$ cat src/rtl/eu_issue_port_pkg.sv
// -----------------------------------------------------------------------------
// eu_issue_port_pkg
// Shared field layout for the scheduler/EU port buses and the branch
// resolution bus, plus the functional-unit type encoding used by the issue
// port and its speculation-tag filter.
//
// Bus layouts (LSB first):
//   FUBRresp : [0] VALID, [1] MISPRED, [5:2] SPECTAG
//   Port_E2S : [0] READY, [16:1] FUMASK
//   Port_S2E : [0] VALID, [4:1] FUTYPE, [8:5] SPECTAG, [40:9] PC, [56:41] UOP
// -----------------------------------------------------------------------------
package eu_issue_port_pkg;

  // Field widths
  localparam int SPECTAG_LEN = 4;
  localparam int FU_MASK_LEN = 16;
  localparam int FUTYPE_LEN  = 4;
  localparam int PC_LEN      = 32;
  localparam int UOP_LEN     = 16;

  // Branch resolution bus
  localparam int FUBR_RESULT_VALID   = 0;
  localparam int FUBR_RESULT_MISPRED = 1;
  localparam int FUBR_RESULT_SPECTAG = 2;
  localparam int FUBR_RESULT_LEN     = FUBR_RESULT_SPECTAG + SPECTAG_LEN;

  // EU -> scheduler
  localparam int PORT_E2S_READY  = 0;
  localparam int PORT_E2S_FUMASK = 1;
  localparam int PORT_E2S_LEN    = PORT_E2S_FUMASK + FU_MASK_LEN;

  // Scheduler -> EU
  localparam int PORT_S2E_VALID   = 0;
  localparam int PORT_S2E_FUTYPE  = 1;
  localparam int PORT_S2E_SPECTAG = PORT_S2E_FUTYPE + FUTYPE_LEN;
  localparam int PORT_S2E_PC      = PORT_S2E_SPECTAG + SPECTAG_LEN;
  localparam int PORT_S2E_UOP     = PORT_S2E_PC + PC_LEN;
  localparam int PORT_S2E_LEN     = PORT_S2E_UOP + UOP_LEN;

  localparam int ISSUE_PORT_DEPTH = 2;

  // Functional-unit type: an index into the EU's FUMASK
  typedef enum logic [FUTYPE_LEN-1:0] {
    FU_IALU = 4'd0,
    FU_IMUL = 4'd1,
    FU_IDIV = 4'd2,
    FU_BR   = 4'd3,
    FU_LSU  = 4'd4,
    FU_FALU = 4'd5,
    FU_FMUL = 4'd6,
    FU_FDIV = 4'd7
  } futype_e;

  // True when the EU advertises the unit selected by futype
  function automatic logic fu_legal(input logic [FU_MASK_LEN-1:0] mask,
                                    input logic [FUTYPE_LEN-1:0]  futype);
    return mask[futype];
  endfunction

endpackage

$ cat src/rtl/eu_issue_port_spectag_filter.sv
// -----------------------------------------------------------------------------
// spectag_filter
// Combinational view of one Port_S2E word against the current branch
// resolution. Flags the word as killed when a mispredicted branch's tag
// overlaps the word's speculation tag, and clears the resolved tag bit from
// the word when the branch was predicted correctly.
//
// Ports:
//   word_i   : Port_S2E-format word under test
//   fubr_i   : FUBRresp branch resolution bus
//   killed_o : word depends on a mispredicted branch
//   word_o   : word with correctly-resolved tag bits removed
// -----------------------------------------------------------------------------
module spectag_filter
  import eu_issue_port_pkg::*;
(
  input  logic [PORT_S2E_LEN-1:0]    word_i,
  input  logic [FUBR_RESULT_LEN-1:0] fubr_i,
  output logic                       killed_o,
  output logic [PORT_S2E_LEN-1:0]    word_o
);

  logic [SPECTAG_LEN-1:0] tag_s;
  logic [SPECTAG_LEN-1:0] br_tag_s;
  logic                   br_valid_s;
  logic                   br_mispred_s;

  assign tag_s        = word_i[PORT_S2E_SPECTAG +: SPECTAG_LEN];
  assign br_tag_s     = fubr_i[FUBR_RESULT_SPECTAG +: SPECTAG_LEN];
  assign br_valid_s   = fubr_i[FUBR_RESULT_VALID];
  assign br_mispred_s = fubr_i[FUBR_RESULT_MISPRED];

  // Kill on overlap with a mispredicted tag; retire the tag on a correct one
  always_comb begin
    killed_o = br_valid_s & br_mispred_s & (|(tag_s & br_tag_s));
    word_o   = word_i;
    if (br_valid_s & ~br_mispred_s) begin
      word_o[PORT_S2E_SPECTAG +: SPECTAG_LEN] = tag_s & ~br_tag_s;
    end else begin
      word_o[PORT_S2E_SPECTAG +: SPECTAG_LEN] = tag_s;
    end
  end

endmodule

$ cat src/rtl/eu_issue_port.sv
// -----------------------------------------------------------------------------
// eu_issue_port
// Scheduler-side end of the scheduler-to-EU port. Buffers selected
// instructions in a 2-entry in-order queue (slot0 is always the head) and
// presents the head to the EU on any cycle the EU reports READY. Buffered and
// incoming words are discarded on Flush or when a mispredicted branch's tag
// hits them; correctly predicted tags are cleared from everything held.
//
// Ports:
//   clk, rst     : clock, synchronous active-high reset
//   Flush        : empty the buffer and suppress this cycle's issue
//   FUBRresp     : branch resolution (VALID, MISPRED, SPECTAG)
//   Port_E2S     : from EU (READY, FUMASK)
//   Port_S2E     : to EU; all zeros whenever VALID is low
//   IssueValid   : select logic offers IssueInstr
//   IssueInstr   : offered word (its VALID bit is ignored)
//   IssueReady   : buffer can accept this cycle
//   PortFUMask   : EU functional-unit mask, passed through combinationally
//   IllegalFU    : sticky; an accepted word targeted an absent unit
// -----------------------------------------------------------------------------
module eu_issue_port
  import eu_issue_port_pkg::*;
#(
  parameter int PORTID = -1,
  parameter int DEPTH  = 2
) (
  input  logic                       clk,
  input  logic                       rst,
  input  logic                       Flush,
  input  logic [FUBR_RESULT_LEN-1:0] FUBRresp,
  input  logic [PORT_E2S_LEN-1:0]    Port_E2S,
  output logic [PORT_S2E_LEN-1:0]    Port_S2E,
  input  logic                       IssueValid,
  input  logic [PORT_S2E_LEN-1:0]    IssueInstr,
  output logic                       IssueReady,
  output logic [FU_MASK_LEN-1:0]     PortFUMask,
  output logic                       IllegalFU
);

  // Elaboration-time parameter sanity
  if (DEPTH != ISSUE_PORT_DEPTH) begin : g_depth_chk
    $error("eu_issue_port: only DEPTH=2 is supported");
  end
  if (PORTID < -1) begin : g_portid_chk
    $error("eu_issue_port: PORTID must be -1 or a port number");
  end

  localparam logic [PORT_S2E_LEN-1:0] VALID_BIT = {{(PORT_S2E_LEN-1){1'b0}}, 1'b1};

  // Queue state: slot valids (v1 implies v0) and stored words
  logic                    v0_q, v0_d;
  logic                    v1_q, v1_d;
  logic [PORT_S2E_LEN-1:0] w0_q, w0_d;
  logic [PORT_S2E_LEN-1:0] w1_q, w1_d;
  logic                    illegal_q, illegal_d;

  // Filtered views of both slots and the incoming word
  logic                    kill0_s, kill1_s, kill_in_s;
  logic [PORT_S2E_LEN-1:0] w0c_s, w1c_s, win_s;

  logic ready_s;
  logic accept_s;
  logic in_legal_s;
  logic issue_s;
  logic keep0_s;
  logic keep1_s;
  logic push_s;

  spectag_filter u_filt_slot0 (
    .word_i   (w0_q),
    .fubr_i   (FUBRresp),
    .killed_o (kill0_s),
    .word_o   (w0c_s)
  );

  spectag_filter u_filt_slot1 (
    .word_i   (w1_q),
    .fubr_i   (FUBRresp),
    .killed_o (kill1_s),
    .word_o   (w1c_s)
  );

  spectag_filter u_filt_in (
    .word_i   (IssueInstr),
    .fubr_i   (FUBRresp),
    .killed_o (kill_in_s),
    .word_o   (win_s)
  );

  assign ready_s    = Port_E2S[PORT_E2S_READY];
  assign PortFUMask = Port_E2S[PORT_E2S_FUMASK +: FU_MASK_LEN];

  // Acceptance looks only at registered occupancy, so a same-cycle pop
  // never re-opens a full buffer.
  assign IssueReady = ~v1_q & ~rst;
  assign accept_s   = IssueValid & IssueReady;
  assign in_legal_s = fu_legal(PortFUMask, IssueInstr[PORT_S2E_FUTYPE +: FUTYPE_LEN]);

  // A killed head is never issued, even with READY high
  assign issue_s = v0_q & ready_s & ~Flush & ~kill0_s & ~rst;

  // Only a live issue drives the bus; otherwise it is held at zero
  assign Port_S2E  = issue_s ? (w0c_s | VALID_BIT) : {PORT_S2E_LEN{1'b0}};
  assign IllegalFU = illegal_q & ~rst;

  assign keep0_s = v0_q & ~kill0_s & ~issue_s;
  assign keep1_s = v1_q & ~kill1_s;
  // Killed or illegal incoming words are accepted but never stored
  assign push_s  = accept_s & ~kill_in_s & in_legal_s;

  // Next queue state: compact survivors toward slot0, then append the new word
  always_comb begin
    v0_d      = 1'b0;
    v1_d      = 1'b0;
    w0_d      = w0_q;
    w1_d      = w1_q;
    illegal_d = illegal_q;
    if (Flush) begin
      v0_d = 1'b0;
      v1_d = 1'b0;
    end else begin
      if (keep0_s) begin
        v0_d = 1'b1;
        w0_d = w0c_s;
        if (keep1_s) begin
          v1_d = 1'b1;
          w1_d = w1c_s;
        end else begin
          v1_d = 1'b0;
        end
      end else if (keep1_s) begin
        v0_d = 1'b1;
        w0_d = w1c_s;
      end else begin
        v0_d = 1'b0;
      end

      // accept implies v1_q=0, so at most one survivor precedes the new word
      if (push_s) begin
        if (v0_d) begin
          v1_d = 1'b1;
          w1_d = win_s;
        end else begin
          v0_d = 1'b1;
          w0_d = win_s;
        end
      end else begin
        v1_d = v1_d;
      end

      if (accept_s & ~in_legal_s) begin
        illegal_d = 1'b1;
      end else begin
        illegal_d = illegal_q;
      end
    end
  end

  // State registers with synchronous reset
  always_ff @(posedge clk) begin
    if (rst) begin
      v0_q      <= 1'b0;
      v1_q      <= 1'b0;
      w0_q      <= {PORT_S2E_LEN{1'b0}};
      w1_q      <= {PORT_S2E_LEN{1'b0}};
      illegal_q <= 1'b0;
    end else begin
      v0_q      <= v0_d;
      v1_q      <= v1_d;
      w0_q      <= w0_d;
      w1_q      <= w1_d;
      illegal_q <= illegal_d;
    end
  end

endmodule

$ cat config.mk
export PLATFORM = sky130hd
export DESIGN_NAME = eu_issue_port
export DESIGN_NICKNAME = d
export VERILOG_FILES = /design/src/rtl/eu_issue_port_pkg.sv /design/src/rtl/eu_issue_port_spectag_filter.sv /design/src/rtl/eu_issue_port.sv
export SDC_FILE = /design/constraint.sdc
export NUM_CORES = 1
export LEC_CHECK = 0
export CAP_MARGIN = 20
export CORE_MARGIN = 2
export CORE_UTILIZATION = 54
export DETAILED_ROUTE_END_ITERATION = 10
export PLACE_DENSITY = 0.91
export SETUP_SLACK_MARGIN = 0.1
export SLEW_MARGIN = 5
export SYNTH_ARGS = -nofsm -noshare
export SYNTH_HDL_FRONTEND = slang
export SYNTH_SLANG_ARGS = --single-unit
$ cat constraint.sdc
create_clock -name clk -period 9.5 [get_ports clk]
set_input_delay 2.375 -clock clk [delete_from_list [all_inputs] [get_ports clk]]
set_output_delay 2.375 -clock clk [all_outputs]
set_load 0.05 [all_outputs]
* Word level (Yosys, flattened, before mapping) *
Cells that the tools add are included.

operators by class
  bitwise operators = 34
  reductions and logical operators = 5
  multiplexer cells = 21
  magnitude comparators = 1

operators by type and width
  cell                                                         number
  two-way mux 57 bit                                           7
  bitwise AND 4 bit                                            6
  bitwise AND 1 bit                                            18
  two-way mux 9 bit                                            2
  two-way mux 4 bit                                            3
  OR reduction 4 bit                                           3
  inverter 1 bit                                               9
  two-way mux 1 bit                                            8
  less-than comparator 4 x 5 -> 1 bit (second input constant)  1
  binary-select mux 1 bit (select 4 bit)                       1
  inverter 4 bit                                               1
  AND reduction 2 bit                                          1
  OR reduction 2 bit                                           1

word-level totals
  output and inout bits = 75
  bits of input ports = 84
  register bits = 117
  word-level logic and storage cells = 66

* Depth between registers and ports, before layout *
  depth in word-level cells = 12
  mapped depth = 11
  gate-level depth less buffers = 6

* By module *
A second synthesis with hierarchy kept.

second synthesis, totals
  cell total of the unflattened synthesis = 1155
  area, all modules = 8956.1 µm²

modules (own cells, without submodules)
  module          cells an instance  seq. area each (µm²)  area each (µm²)  times used
  eu_issue_port   969                2342.2                7514.7           1
  spectag_filter  62                 0.0                   480.5            3

* Worst setup path after synthesis *
No wires, ideal clock.

  path kind = input-to-output
  from = in Flush
  to = out Port_S2E[17]
  stages on the path = 7
  data required time = 7.125 ns
  slack = 3.330 ns
  arrival time = 3.795 ns
  path through = clkbuf_1 -> nor2_1 -> nand3_1 -> nor2_1 -> clkbuf_1 -> clkbuf_1 -> and2_1

on the way
  longest elaborated chain between the ends = 5

RTL lines
  item                             line                  text
  start, declared                  eu_issue_port.sv:29   input logic Flush,
  inverter 1 bit (no source line)  --
  bitwise AND 1 bit (3 in series)  eu_issue_port.sv:100  assign issue_s = v0_q & ready_s & ~Flush & ~kill0_s & ~rst;
  two-way mux 57 bit               eu_issue_port.sv:103  assign Port_S2E = issue_s ? (w0c_s | VALID_BIT) : {PORT_S2E_LEN{1'b0}};
  end, declared                    eu_issue_port.sv:32   output logic [PORT_S2E_LEN-1:0] Port_S2E,

No other way between the ends.

* Worst setup path in the final report *
  from = in Flush
  to = out Port_S2E[22]

Same word-level chain as after synthesis.

==> out/metrics.yaml <==
pwr:
  ir_drop_uv: 127
  p_int_w: 0.00104
  powerDensity_mw_per_mm2: 160
  leakage_nw: 2.81
  clockPowerShare_pct: 49.7
  switching_share_pct: 23.9
  power_switching_w: 0.000327
  pwr-share-seq_pct: 37.8
  p_comb_share_pct: 12.5
detailed_routing:
  vias: 5931
  avgRoutedWirePerCell_um: 18.7
  remaining_drc_errors: 0
  dr.pass1.iters: 5
  viasPerCell: 6.18
  drt_wl_total_um: 18000
  route.antenna.remaining_nets: 0
  dr.first_iter.drc_count: 536
floorplan:
  io_pins: 159
  design.die.area_mm2: 0.0129
  initial_core_util_pct: 56.0
  core_area_mm2: 0.0116
  dieWidth_um: 113
  die_y_um: 113
  num_rows: 39
final_layout:
  diodes: 0
  layout-drive-gt1-share_pct: 15.1
  nFillCells: 780
  final_cell_mix: "clkdlybuf4s50_1, dfxtp_1, nor2_1, a221oi_2, nand2_1"
  nNetsFinal: 888
  final_common_cell: "clkdlybuf4s50_1"
  fin_util_pct: 74.1
  syn2layout_area_growth_pct: 32.4
  finalInstanceArea_mm2: 0.00857
sta:
  drv_slew: 0
  skew_ps: 7.04
  fin_crit_ps: 7560
  hold_viol: 0
  worst_pin_slew_ps: 1070
  setup_violations: 0
  slew_headroom_pct: 29.0
  clock.fmax_mhz: 132
  rsz0062_at_grt: "no"
  period_share_pct: 79.6
  fin_tns_setup_ps: 0
setup_path:
  criticalPathCategory: "primary input to output port"
  r2r-end: "w0_q[56]$_SDFFE_PP0N_"
  arrival_ps: 5180
  end_kind: "output port"
  required_ps: 7130
  worstSetupStartpointType: "primary input"
  worstReg2RegStart: "w0_q[7]$_SDFFE_PP0N_"
  r2r_slack_ps: 6150
  cp_max_fo: 26
  r2r_cells: 7
synthesis:
  syn_nets: 783
  async_reset_ff_share_pct: 0
  synthCells: 699
  synthFlopType: "dfxtp_1"
  yosysSeqAreaShare_pct: 35.6
  synth_edf_count: 0
  yosys_warnings: 0
  ys_ff_latch: 115
  netlist_area_mm2: 0.00647
  synth_cell_type_count: 37
  synth_area_per_cell_um2: 9.26
clock_tree:
  post_cts_buffers: 0
  hold_buffers: 0
  clk_pin_slew_ps: 50
  cts_sinks: 115
  clock_latency_ps: 420
  htreeDepth: 4
  clockBufferDepth: 2
  cts_made_buffers: 17
  root_buffer: "clkbuf_16"
  cts_resized: 0
  cts_tree: "yes"
global_route:
  overflow: 0
  grt_pass1_vias: 5998
  grt_usage_pct: 27.8
  grt_max_degree: 109
  grt_pass1_wl_um: 28900
  antenna_found_initial: 0
hold_path:
  min_to: "w0_q[55]$_SDFFE_PP0N_"
  holdPathStages: 2
  hp-class: "flip-flop to flip-flop"
  holdCritStartpoint: "w0_q[55]$_SDFFE_PP0N_"
placement:
  portBuffers: 157
  hpwl_um: 11300
  place_area_mm2: 0.00791
  gp_congestion: 0.875
outcome:
  status: "finished, final reports clean"
flow_run:
  maxCapViolCount: 0
[kinds of logic after synthesis]
logic type	synth area share [%]
AOI/OAI and AO/OA	30.0
DFF	35.6
muxes	9.84
buffers and inverters	7.39
and+or+nand+nor	17.2
[cell type report]
type | instances | area (um2) | share of cell area (%)
Clock buffer | 22 | 484 | 5.65
Clock inverter | 10 | 153 | 1.78
Inverter | 4 | 15.0 | 0.175
Multi-Input combinational cell | 497 | 3720 | 43.4
Sequential cell | 115 | 2300 | 26.9
Tap cell | 143 | 179 | 2.09
Timing Repair Buffer | 169 | 1710 | 20.0
[flip-flops by register name, summed over array words and instances, names as in the netlist]
register	flops
illegal_q	1
w0_q	56
v0_q	1
w1_q	56
v1_q	1
[how the worst max path moves through the flow]
| stage | start | to | slack, ps | depth (start not counted) |
|---|---|---|---|---|
| finish | Flush | Port_S2E[22] | 1940 | 8 |
| global route | Flush | Port_S2E[1] | 1740 | 8 |
| CTS | Flush | Port_S2E[22] | 1920 | 8 |
| detailed placement | Flush | Port_S2E[1] | 1930 | 8 |
| global placement | Flush | Port_S2E[1] | 1950 | 8 |
| floorplan | Flush | Port_S2E[17] | 3330 | 7 |
[stage by stage]
stage                     cells  hold slack, ps  total power (W)  worst slack (ps)
after floorplan             699             439         0.000634              3330
after global placement      925             454         0.000684              1950
after detailed placement    927             466         0.000695              1930
after CTS                   959             477          0.00137              1920
after global routing        960             491          0.00141              1740
final                       960             476          0.00137              1940
[cells in the mapped netlist, types with 9 or more instances]
library cell  count  area share (%)
a221oi_2         66              15
o21bai_1         49             5.7
a221oi_1         26             3.5
and2_1           52             5.0
buf_6             9             1.6
nand2_1          63             3.7
nor2_1          116             6.7
clkbuf_1         44             2.6
dfxtp_1         115              36
buf_2            10            0.77
buf_4            19             2.2
mux2i_1          52             8.0
[critical path: stages]
cell and delay, ps:
clkdlybuf4s50_1 620, nor2_1 180, buf_4 210, nand3_1 140
nor2_4 280, buf_4 350, and2_1 200, clkdlybuf4s50_1 820
[power groups by stage]
stage               registers (W)  clock network [W]  logic, W
CTS                      0.000517           0.000687  0.000170
global placement         0.000524                  0  0.000160
detailed placement       0.000526                  0  0.000168
finish                   0.000517           0.000681  0.000171
global route             0.000519           0.000709  0.000182
floorplan                0.000522                  0  0.000112
[layer usage]
metal | vias to the layer above | share of wire, % | GRT usage, %
met5 | - | 0 | 0
met2 | 216 | 51 | 49.9
met3 | 37 | 6.2 | 6.96
met1 | 2906 | 40 | 31.4
met4 | 0 | 2.5 | 11.6
li1 | 2772 | - | -
No activity file was read; power rests on OpenSTA's default activity.
